### config.mk
export PLATFORM = sky130hd
export DESIGN_NAME = ram_sp_ctrl
export DESIGN_NICKNAME = d
export VERILOG_FILES = /design/src/rtl/ram_ctrl_pkg.sv /design/src/rtl/key_debounce.sv /design/src/rtl/ram_sp_core.sv /design/src/rtl/ram_sp_ctrl.sv
export SDC_FILE = /design/constraint.sdc
export NUM_CORES = 1
export LEC_CHECK = 0
export CAP_MARGIN = 20
export CORE_UTILIZATION = 50
export DETAILED_ROUTE_END_ITERATION = 16
export PLACE_DENSITY = 0.69
export SKIP_LAST_GASP = 1
export SLEW_MARGIN = 20
export SYNTH_ARGS = -nofsm -noshare
export SYNTH_HDL_FRONTEND = slang
export SYNTH_HIERARCHICAL = 1
export SYNTH_SLANG_ARGS = --single-unit
### constraint.sdc
create_clock -name FPGA_CLK1_50 -period 6.8 [get_ports FPGA_CLK1_50]
set_input_delay 1.02 -clock FPGA_CLK1_50 [delete_from_list [all_inputs] [get_ports FPGA_CLK1_50]]
set_output_delay 1.02 -clock FPGA_CLK1_50 [all_outputs]
set_load 0.1 [all_outputs]
### src/rtl/ram_ctrl_pkg.sv
// ram_ctrl_pkg
// Shared definitions for the single-port RAM controller slice:
//   - state_e : controller FSM states (CLEAR sweep, IDLE service)
//   - DEF_*   : default parameter values used by the top level
package ram_ctrl_pkg;

  typedef enum logic {
    CLEAR = 1'b0,
    IDLE  = 1'b1
  } state_e;

  localparam int DEF_DATA_W          = 4;
  localparam int DEF_ADDR_W          = 5;
  localparam int DEF_INIT_VAL        = 0;
  localparam int DEF_DEBOUNCE_CYCLES = 16;

endpackage

### src/rtl/key_debounce.sv
// key_debounce
// Synchronises a raw active-low key, debounces it and emits a one-cycle pulse
// on each accepted press (debounced 1->0 transition).
// Ports:
//   clk      in  1  clock
//   rst_n    in  1  asynchronous active-low reset
//   key_n    in  1  raw active-low key, asynchronous and bouncy
//   wr_pulse out 1  registered one-cycle pulse per accepted press
module key_debounce #(
  parameter int DEBOUNCE_CYCLES = 16
) (
  input  logic clk,
  input  logic rst_n,
  input  logic key_n,
  output logic wr_pulse
);

  localparam int CNT_W = $clog2(DEBOUNCE_CYCLES);
  localparam logic [CNT_W-1:0] CNT_MAX = CNT_W'(DEBOUNCE_CYCLES - 1);

  logic             sync1_q;
  logic             sync2_q;
  logic             deb_q;
  logic             deb_d;
  logic [CNT_W-1:0] cnt_q;
  logic [CNT_W-1:0] cnt_d;
  logic             pulse_q;

  // Stable-sample counter: counts consecutive samples that disagree with the
  // debounced level; the DEBOUNCE_CYCLES-th such sample flips the level.
  always_comb begin
    deb_d = deb_q;
    cnt_d = cnt_q;
    if (sync2_q == deb_q) begin
      cnt_d = '0;
    end else if (cnt_q == CNT_MAX) begin
      deb_d = sync2_q;
      cnt_d = '0;
    end else begin
      cnt_d = cnt_q + 1'b1;
    end
  end

  // Synchroniser, debounce state and falling-edge pulse register.
  always_ff @(posedge clk or negedge rst_n) begin
    if (!rst_n) begin
      sync1_q <= 1'b1;
      sync2_q <= 1'b1;
      deb_q   <= 1'b1;
      cnt_q   <= '0;
      pulse_q <= 1'b0;
    end else begin
      sync1_q <= key_n;
      sync2_q <= sync1_q;
      deb_q   <= deb_d;
      cnt_q   <= cnt_d;
      pulse_q <= deb_q & ~deb_d;
    end
  end

  assign wr_pulse = pulse_q;

endmodule

### src/rtl/ram_sp_core.sv
// ram_sp_core
// Inferred single-port synchronous RAM with a registered, write-first read port.
// Ports:
//   clk  in  1       clock
//   we   in  1       write enable
//   addr in  ADDR_W  read/write address
//   din  in  DATA_W  write data
//   dout out DATA_W  registered read data (shows din on a write cycle)
module ram_sp_core #(
  parameter int DATA_W = 4,
  parameter int ADDR_W = 5
) (
  input  logic              clk,
  input  logic              we,
  input  logic [ADDR_W-1:0] addr,
  input  logic [DATA_W-1:0] din,
  output logic [DATA_W-1:0] dout
);

  localparam int DEPTH = 2 ** ADDR_W;

  logic [DATA_W-1:0] mem_q [DEPTH];
  logic [DATA_W-1:0] dout_q;

  // Array write and write-first registered read; no reset so it maps onto block RAM.
  always_ff @(posedge clk) begin
    if (we) begin
      mem_q[addr] <= din;
      dout_q      <= din;
    end else begin
      dout_q      <= mem_q[addr];
    end
  end

  assign dout = dout_q;

endmodule

### src/rtl/ram_sp_ctrl.sv
// ram_sp_ctrl
// Single-port RAM with controller: debounced key write, clear sweep after
// reset or on request, busy and write-acknowledge status.
// Ports:
//   FPGA_CLK1_50 in  1       clock
//   reset_n      in  1       asynchronous active-low reset
//   addr         in  ADDR_W  read/write address
//   wr_data      in  DATA_W  write data
//   key_wr_n     in  1       raw active-low write key
//   clr_req      in  1       single-cycle clear sweep request
//   rd_data      out DATA_W  read data, one cycle after addr
//   busy         out 1       clear sweep in progress
//   wr_ack       out 1       one-cycle pulse per committed key write
module ram_sp_ctrl
  import ram_ctrl_pkg::*;
#(
  parameter int                DATA_W          = DEF_DATA_W,
  parameter int                ADDR_W          = DEF_ADDR_W,
  parameter logic [DATA_W-1:0] INIT_VAL        = DATA_W'(DEF_INIT_VAL),
  parameter int                DEBOUNCE_CYCLES = DEF_DEBOUNCE_CYCLES
) (
  input  logic              FPGA_CLK1_50,
  input  logic              reset_n,
  input  logic [ADDR_W-1:0] addr,
  input  logic [DATA_W-1:0] wr_data,
  input  logic              key_wr_n,
  input  logic              clr_req,
  output logic [DATA_W-1:0] rd_data,
  output logic              busy,
  output logic              wr_ack
);

  localparam logic [ADDR_W-1:0] CNT_LAST = {ADDR_W{1'b1}};

  state_e            state_q;
  state_e            state_d;
  logic [ADDR_W-1:0] cnt_q;
  logic [ADDR_W-1:0] cnt_d;
  logic              busy_q;
  logic              busy_d;
  logic              ack_q;
  logic              ack_d;
  logic              rd_live_q;
  logic              rd_live_d;
  logic [DATA_W-1:0] rd_hold_q;

  logic              wr_pulse_s;
  logic              core_we_s;
  logic [ADDR_W-1:0] core_addr_s;
  logic [DATA_W-1:0] core_din_s;
  logic [DATA_W-1:0] core_dout_s;

  key_debounce #(
    .DEBOUNCE_CYCLES(DEBOUNCE_CYCLES)
  ) u_deb (
    .clk     (FPGA_CLK1_50),
    .rst_n   (reset_n),
    .key_n   (key_wr_n),
    .wr_pulse(wr_pulse_s)
  );

  ram_sp_core #(
    .DATA_W(DATA_W),
    .ADDR_W(ADDR_W)
  ) u_core (
    .clk (FPGA_CLK1_50),
    .we  (core_we_s),
    .addr(core_addr_s),
    .din (core_din_s),
    .dout(core_dout_s)
  );

  // Next-state logic and RAM port mux; a clear request beats a same-cycle key write.
  always_comb begin
    state_d     = state_q;
    cnt_d       = cnt_q;
    ack_d       = 1'b0;
    core_we_s   = 1'b0;
    core_addr_s = addr;
    core_din_s  = wr_data;
    case (state_q)
      CLEAR: begin
        core_we_s   = 1'b1;
        core_addr_s = cnt_q;
        core_din_s  = INIT_VAL;
        cnt_d       = cnt_q + 1'b1;
        if (cnt_q == CNT_LAST) begin
          state_d = IDLE;
        end else begin
          state_d = CLEAR;
        end
      end
      IDLE: begin
        if (clr_req) begin
          state_d = CLEAR;
        end else if (wr_pulse_s) begin
          core_we_s = 1'b1;
          ack_d     = 1'b1;
        end else begin
          state_d = IDLE;
        end
      end
      default: begin
        state_d = CLEAR;
        cnt_d   = '0;
      end
    endcase
    busy_d    = (state_d == CLEAR);
    // The core's output register only carries a real read when the FSM was idle.
    rd_live_d = (state_q == IDLE);
  end

  // Controller state, status and read-hold registers.
  always_ff @(posedge FPGA_CLK1_50 or negedge reset_n) begin
    if (!reset_n) begin
      state_q   <= CLEAR;
      cnt_q     <= '0;
      busy_q    <= 1'b1;
      ack_q     <= 1'b0;
      rd_live_q <= 1'b0;
      rd_hold_q <= '0;
    end else begin
      state_q   <= state_d;
      cnt_q     <= cnt_d;
      busy_q    <= busy_d;
      ack_q     <= ack_d;
      rd_live_q <= rd_live_d;
      rd_hold_q <= rd_data;
    end
  end

  // During a sweep (and after reset) the last visible read value is frozen.
  assign rd_data = rd_live_q ? core_dout_s : rd_hold_q;
  assign busy    = busy_q;
  assign wr_ack  = ack_q;

endmodule

Yosys cells after proc, flatten, opt, wreduce, memory -nomap -nowiden
Memories as Yosys holds them, arrays and structs flattened. A register that Yosys moved wholly into a read port is not among the register bits.
Cells that the tools add are included.

word-level totals
  bits of input ports = 13
  bits in read-only memories = 0
  flip-flop bits (word level) = 21
  memories kept = 1
  bits in latches = 0
  output and inout port bits = 6
  bits in writable memories = 128

cells by class
  div/mod/pow operators = 0
  magnitude comparators = 0
  bitwise logic cells = 4
  muxes and demuxes = 16
  multiply operators = 0
  reductions and logical operators = 0
  equality and inequality tests = 3
  add/sub/neg operators = 2
  shift operators = 0

memories
  name          depth  width  rd ports  clocked after memory_dff  write ports  line               RTL
  u_core.mem_q  32     4      1         1                         1            ram_sp_core.sv:22  logic [DATA_W-1:0] mem_q [DEPTH];

operators with widths
  operator                                                        number
  4-bit 2-to-1 mux                                                4
  1-bit 2-to-1 mux                                                9
  5-bit by 1-bit adder with 5-bit output (second input constant)  1
  5-bit == test (second input constant)                           1
  5-bit 2-to-1 mux                                                1
  4-bit by 1-bit adder with 4-bit output (second input constant)  1
  4-bit == test (second input constant)                           1
  1-bit case mux with 2 select lines                              2
  1-bit NOT                                                       3
  1-bit AND                                                       1
  1-bit == test                                                   1

Longest topological paths before layout
  depth in word-level cells = 5
  mapped depth = 6
  depth with buffers taken out = 4

Hierarchy
The synthesis kept the hierarchy.

by module, submodules not included
  module        area an instance (sq um)  times used  cells each  sequential area each (sq um)
  ram_sp_core   5158.7                    1           232         3943.8
  ram_sp_ctrl   634.4                     1           45          326.6
  key_debounce  306.5                     1           20          203.9

Worst setup path before layout
Ideal clock, no wire load.

  path kind = reg2out
  start = reg (tool-made name)
  end = out rd_data[0]
  buffers on the path = 2
  stages on the path, launching flop included = 7
  setup slack = 3453 ps
  arrival time = 2327 ps
  cell sequence = dfxtp_1 -> buf_2 -> buf_6 -> mux4_2 -> mux4_2 -> mux2_2 -> mux2_2

RTL lines
  item           line               RTL
  end, declared  ram_sp_ctrl.sv:28  output logic [DATA_W-1:0] rd_data,

==> metrics.md <==
| Metric | Value |
|---|---|
| Per-instance average area after synthesis | `20.5 sq um` |
| Synth Cell Area | `6100 sq um` |
| Net switching power | `0.000982 W` |
| Fraction of layout cells with a size suffix above 1 | `between 30% and 40%` |
| Register share of total power | `41.9%` |
| Design internal power | `between 0.002 and 0.0025 W` |
| Total of max-cap violations | `0` |
| Wire length on met3 | `696 um` |
| Switching Share | `30.6%` |
| Insertion delay to the later sink of the worst-skew pair | `0.42 ns` |
| Top Family by Delay on Critical Path | `multiplexers` |
| Fin Clk Skew | `0.00420 ns` |
| Kind of capture point of the worst setup path | `primary output` |
| Number of detailed-routing iterations run before antenna repair | `4` |
| Leftover overflow at the end of global routing | `0` |
| Final setup slack of the worst path | `about 1.5 ns` |
| Number of post-CTS setup repair buffers | `0` |
| Number of input and output port buffers inserted | `18` |
| Launching element type of the critical path | `register` |
| Master of the slowest instance on the critical path | `sky130_fd_sc_hd__clkdlybuf4s50_1` |
| Count of boundary I/O pins | `19` |
| Number of library cell types mapped by synthesis | `33` |
| Top layer used by detailed routing | `met4` |
| Final WL | `11,300 um` |
| Flops & latches, synth | `approximately 150` |
| Area of the multi-input gates | `around 1500 sq um` |
| Sequential cell area fraction in the yosys report | `73.4%` |
| Number of buffers added by the clock tree synthesis step | `17` |
| Final Setup Violations | `0` |
| Worst setup path class | `register to primary output` |
| Vias per cell | `6.00` |
| Half-perimeter wire length of the detailed placement result | `7330 um` |
| Areal power density over the cells | `458 nW/um^2` |
| Net count of the mapped netlist | `between 300 and 400` |
| DP Worst Slack | `1.88 ns` |
| Critical path, cell by cell | `buf_4 -> mux4_2 -> mux4_2 -> mux2_2 -> mux2_2 -> clkdlybuf4s50_1` |
| Clock Tree Buf Depth | `2` |
| Worst path required time | `approximately 5.8 ns` |
| Antenna violations before repair | `0` |
| Final ANT Viol Nets | `0` |
| RSZ-0062 raised after global routing | `no` |
| Crit path buffers/inverters | `2` |
| Die footprint | `12,600 sq um` |
| Gr usage total | `between 20% and 30%` |
| Actual transition at the worst max-transition pin | `0.981 ns` |
| Remaining DRCs | `0` |
| TritonCTS clock tree | `built` |
| Post-CTS resize count | `0` |
| Post-cts hold buffer count | `0` |
| N_diodes | `0` |
| First-pass GRT wire length | `18,300 um` |
| Vias post-DR | `2,874` |
| LEAKAGE | `2.37 nW` |
| Post-layout minimum cycle time | `between 5 and 6 ns` |
| Type of the worst min-delay path | `register to register` |
| Power share of the combinational group | `27.6%` |
| CP max stage delay | `between 0.9 and 1 ns` |
| Peak clock frequency supported by timing | `190 MHz` |
| Synth warn | `6` |
| Chip Width | `approximately 110 um` |
| Share of the clock period used by the worst path | `between 70 and 80%` |
| Number of global-route vias before repair | `3,044` |
| Standard-cell rows | `39` |
| Count of filler cells inserted in the layout | `~850` |
| Number of hold-slack violations in the final timing report | `0` |
| Sum Neg Setup Slack | `0 ns` |
| Area of all sequential standard cells | `4480 sq um` |
| Synth Instances | `a little under 300` |
| Largest fanout on the critical path | `21` |
| Maximum level of the CTS H-tree | `4` |
| Count of routing violations after the opening detailed-route iteration | `283` |
| Average wire per standard cell | `23.6 um` |
| Clock network power share | `30.5%` |
| Net count of the finished layout | `340` |
| Starting utilization of the core area | `52.3%` |
| Die Height | `~110 um` |
| Metal-1 WL | `~4800 um` |
| Clock transition at path regs | `0.06 ns` |
| Largest net degree at the start of global routing | `33` |
| Clock tree root driver cell | `sky130_fd_sc_hd__clkbuf_16` |
| Number of sinks driven by the clock tree | `between 150 and 200` |
| Placeable core region | `roughly 12,000 sq um` |
| Result of the run | `finished clean` |
| Headroom to the max-slew limit | `34.4%` |
| Syn-to-layout area delta | `15.1%` |
| Maximum vdd ir drop | `between 0.0002 and 0.0003 V` |
| Gpl congestion | `slightly below 0.8` |
| Max-slew violation total from the final report | `0` |
| Total length of routed met2 wires | `5590 um` |
| Data arrival time at the worst-slack endpoint | `between 4 and 5 ns` |
==> registers in the layout (all words and copies together), names as in the netlist, named ones only <==
register        cells
u_deb/wr_pulse      1
wr_ack              1
u_deb/sync1_q       1
busy                1
u_deb/cnt_q         4
rd_live_d           1
rd_hold_q           4
u_deb/deb_q         1
rd_live_q           1
u_deb/sync2_q       1
cnt_q               5
u_core/mem_q      128
==> area by class of cell <==
type | count | share of cell area, %
Tap cell | 143 | 2.55
Sequential cell | 154 | 63.8
Inverter | 2 | 0.107
Clock buffer | 23 | 7.58
Multi-Input combinational cell | 129 | 21.9
Timing Repair Buffer | 19 | 2.60
Clock inverter | 9 | 1.50
==> final timing paths <==
path,startpoint,endpoint,slack [ns],cells past startpoint
min in group asynchronous,reset_n,rd_hold_q[0],0.56,1
setup reg to reg,register,rd_hold_q[3],3.83,5
hold reg to reg,u_deb/sync1_q,u_deb/sync2_q,0.36,0
setup / recovery,register,rd_data[0],1.53,6
max in group asynchronous,reset_n,u_deb/sync2_q,5.88,1
hold / removal,u_deb/sync1_q,u_deb/sync2_q,0.36,0
==> cell usage in the layout (no fill, tap or decap), drive strengths merged, types with 2 or more instances in the layout <==
cell type      netlist  layout
nor2                34      34
buf                 10       2
clkbuf               2      23
nand3                3       3
or3b                 3       3
clkdlybuf4s50        0      17
dfrtp               17      17
nand3b               5       5
clkinv               0       4
and3                 2       2
dfstp                4       4
inv                  2       2
ha                   4       4
bufinv               0       2
mux4                40      40
dfxtp                5       5
clkinvlp             0       3
edfxtp             128     128
mux2                17      17
and2                 4       4
nor3b                2       2
xnor2                5       5
==> logic make-up after synthesis <==
kind of cell / Yosys count / share of synthesized area (%)
buffers and inverters: 14 / 1.56
XOR/XNOR: 5 / 0.718
AO/OA/AOI/OAI: 4 / 0.451
adder cells (fa/ha/maj): 4 / 0.821
flip-flops: 154 / 73.4
AND/OR/NAND/NOR: 58 / 4.84
multiplexers: 58 / 18.3
==> per-stage QoR <==
step	std cells	util, %	power, W	hold slack [ns]	area, sq um
after floorplan	297	-	0.00201	0.345	6100
after detailed placement	447	54.7	0.00226	0.355	6380
after global placement	447	54.7	0.00224	0.346	6380
final	479	60.2	0.00321	0.363	7020
after CTS	479	60.2	0.00325	0.364	7020
after global routing	479	60.2	0.00334	0.369	7020
==> power groups by stage <==
stage | clock network (W) | logic (W) | registers, W
2_1_floorplan | 0 | 0.000759 | 0.00125
4_1_cts | 0.000996 | 0.000896 | 0.00135
3_3_place_gp | 0 | 0.000878 | 0.00136
6_report | 0.000980 | 0.000888 | 0.00134
3_5_place_dp | 0 | 0.000891 | 0.00137
5_1_grt | 0.00103 | 0.000939 | 0.00137
==> synthesized netlist by cell type (all sizes together) <==
cell | number | share of area (%)
nor3b | 2 | 0.25
xnor2 | 5 | 0.72
dfstp | 4 | 1.7
nand2b | 1 | 0.10
mux4 | 40 | 15
nand3 | 3 | 0.33
dfrtp | 17 | 7.0
a31oi | 1 | 0.10
edfxtp | 128 | 63
mux2i | 1 | 0.16
nand3b | 5 | 0.62
nor2b | 1 | 0.10
a311oi | 1 | 0.14
o21ai | 1 | 0.082
nand2 | 1 | 0.061
clkbuf | 2 | 0.12
or3b | 3 | 0.43
dfxtp | 5 | 1.6
nor2 | 34 | 2.1
buf | 10 | 1.3
ha | 4 | 0.82
nand4b | 1 | 0.14
or3 | 1 | 0.10
a21o | 1 | 0.12
and2 | 4 | 0.41
and3 | 2 | 0.21
mux2 | 17 | 3.3
inv | 2 | 0.12
==> metal layers <==
metal / vias up / track usage, %
li1: 1246 / -
met4: 0 / 10.0
met2: 70 / 31.9
met5: - / 0
met1: 1539 / 28.3
met3: 19 / 4.43
==> worst register-to-register path: cells and delay by family, from the launching register on <==
family                 cells  cell delay, ns
DFF                        1            0.82
buffers and inverters      1            0.40
muxes                      4            1.64
(Power assumes the default switching activity.)
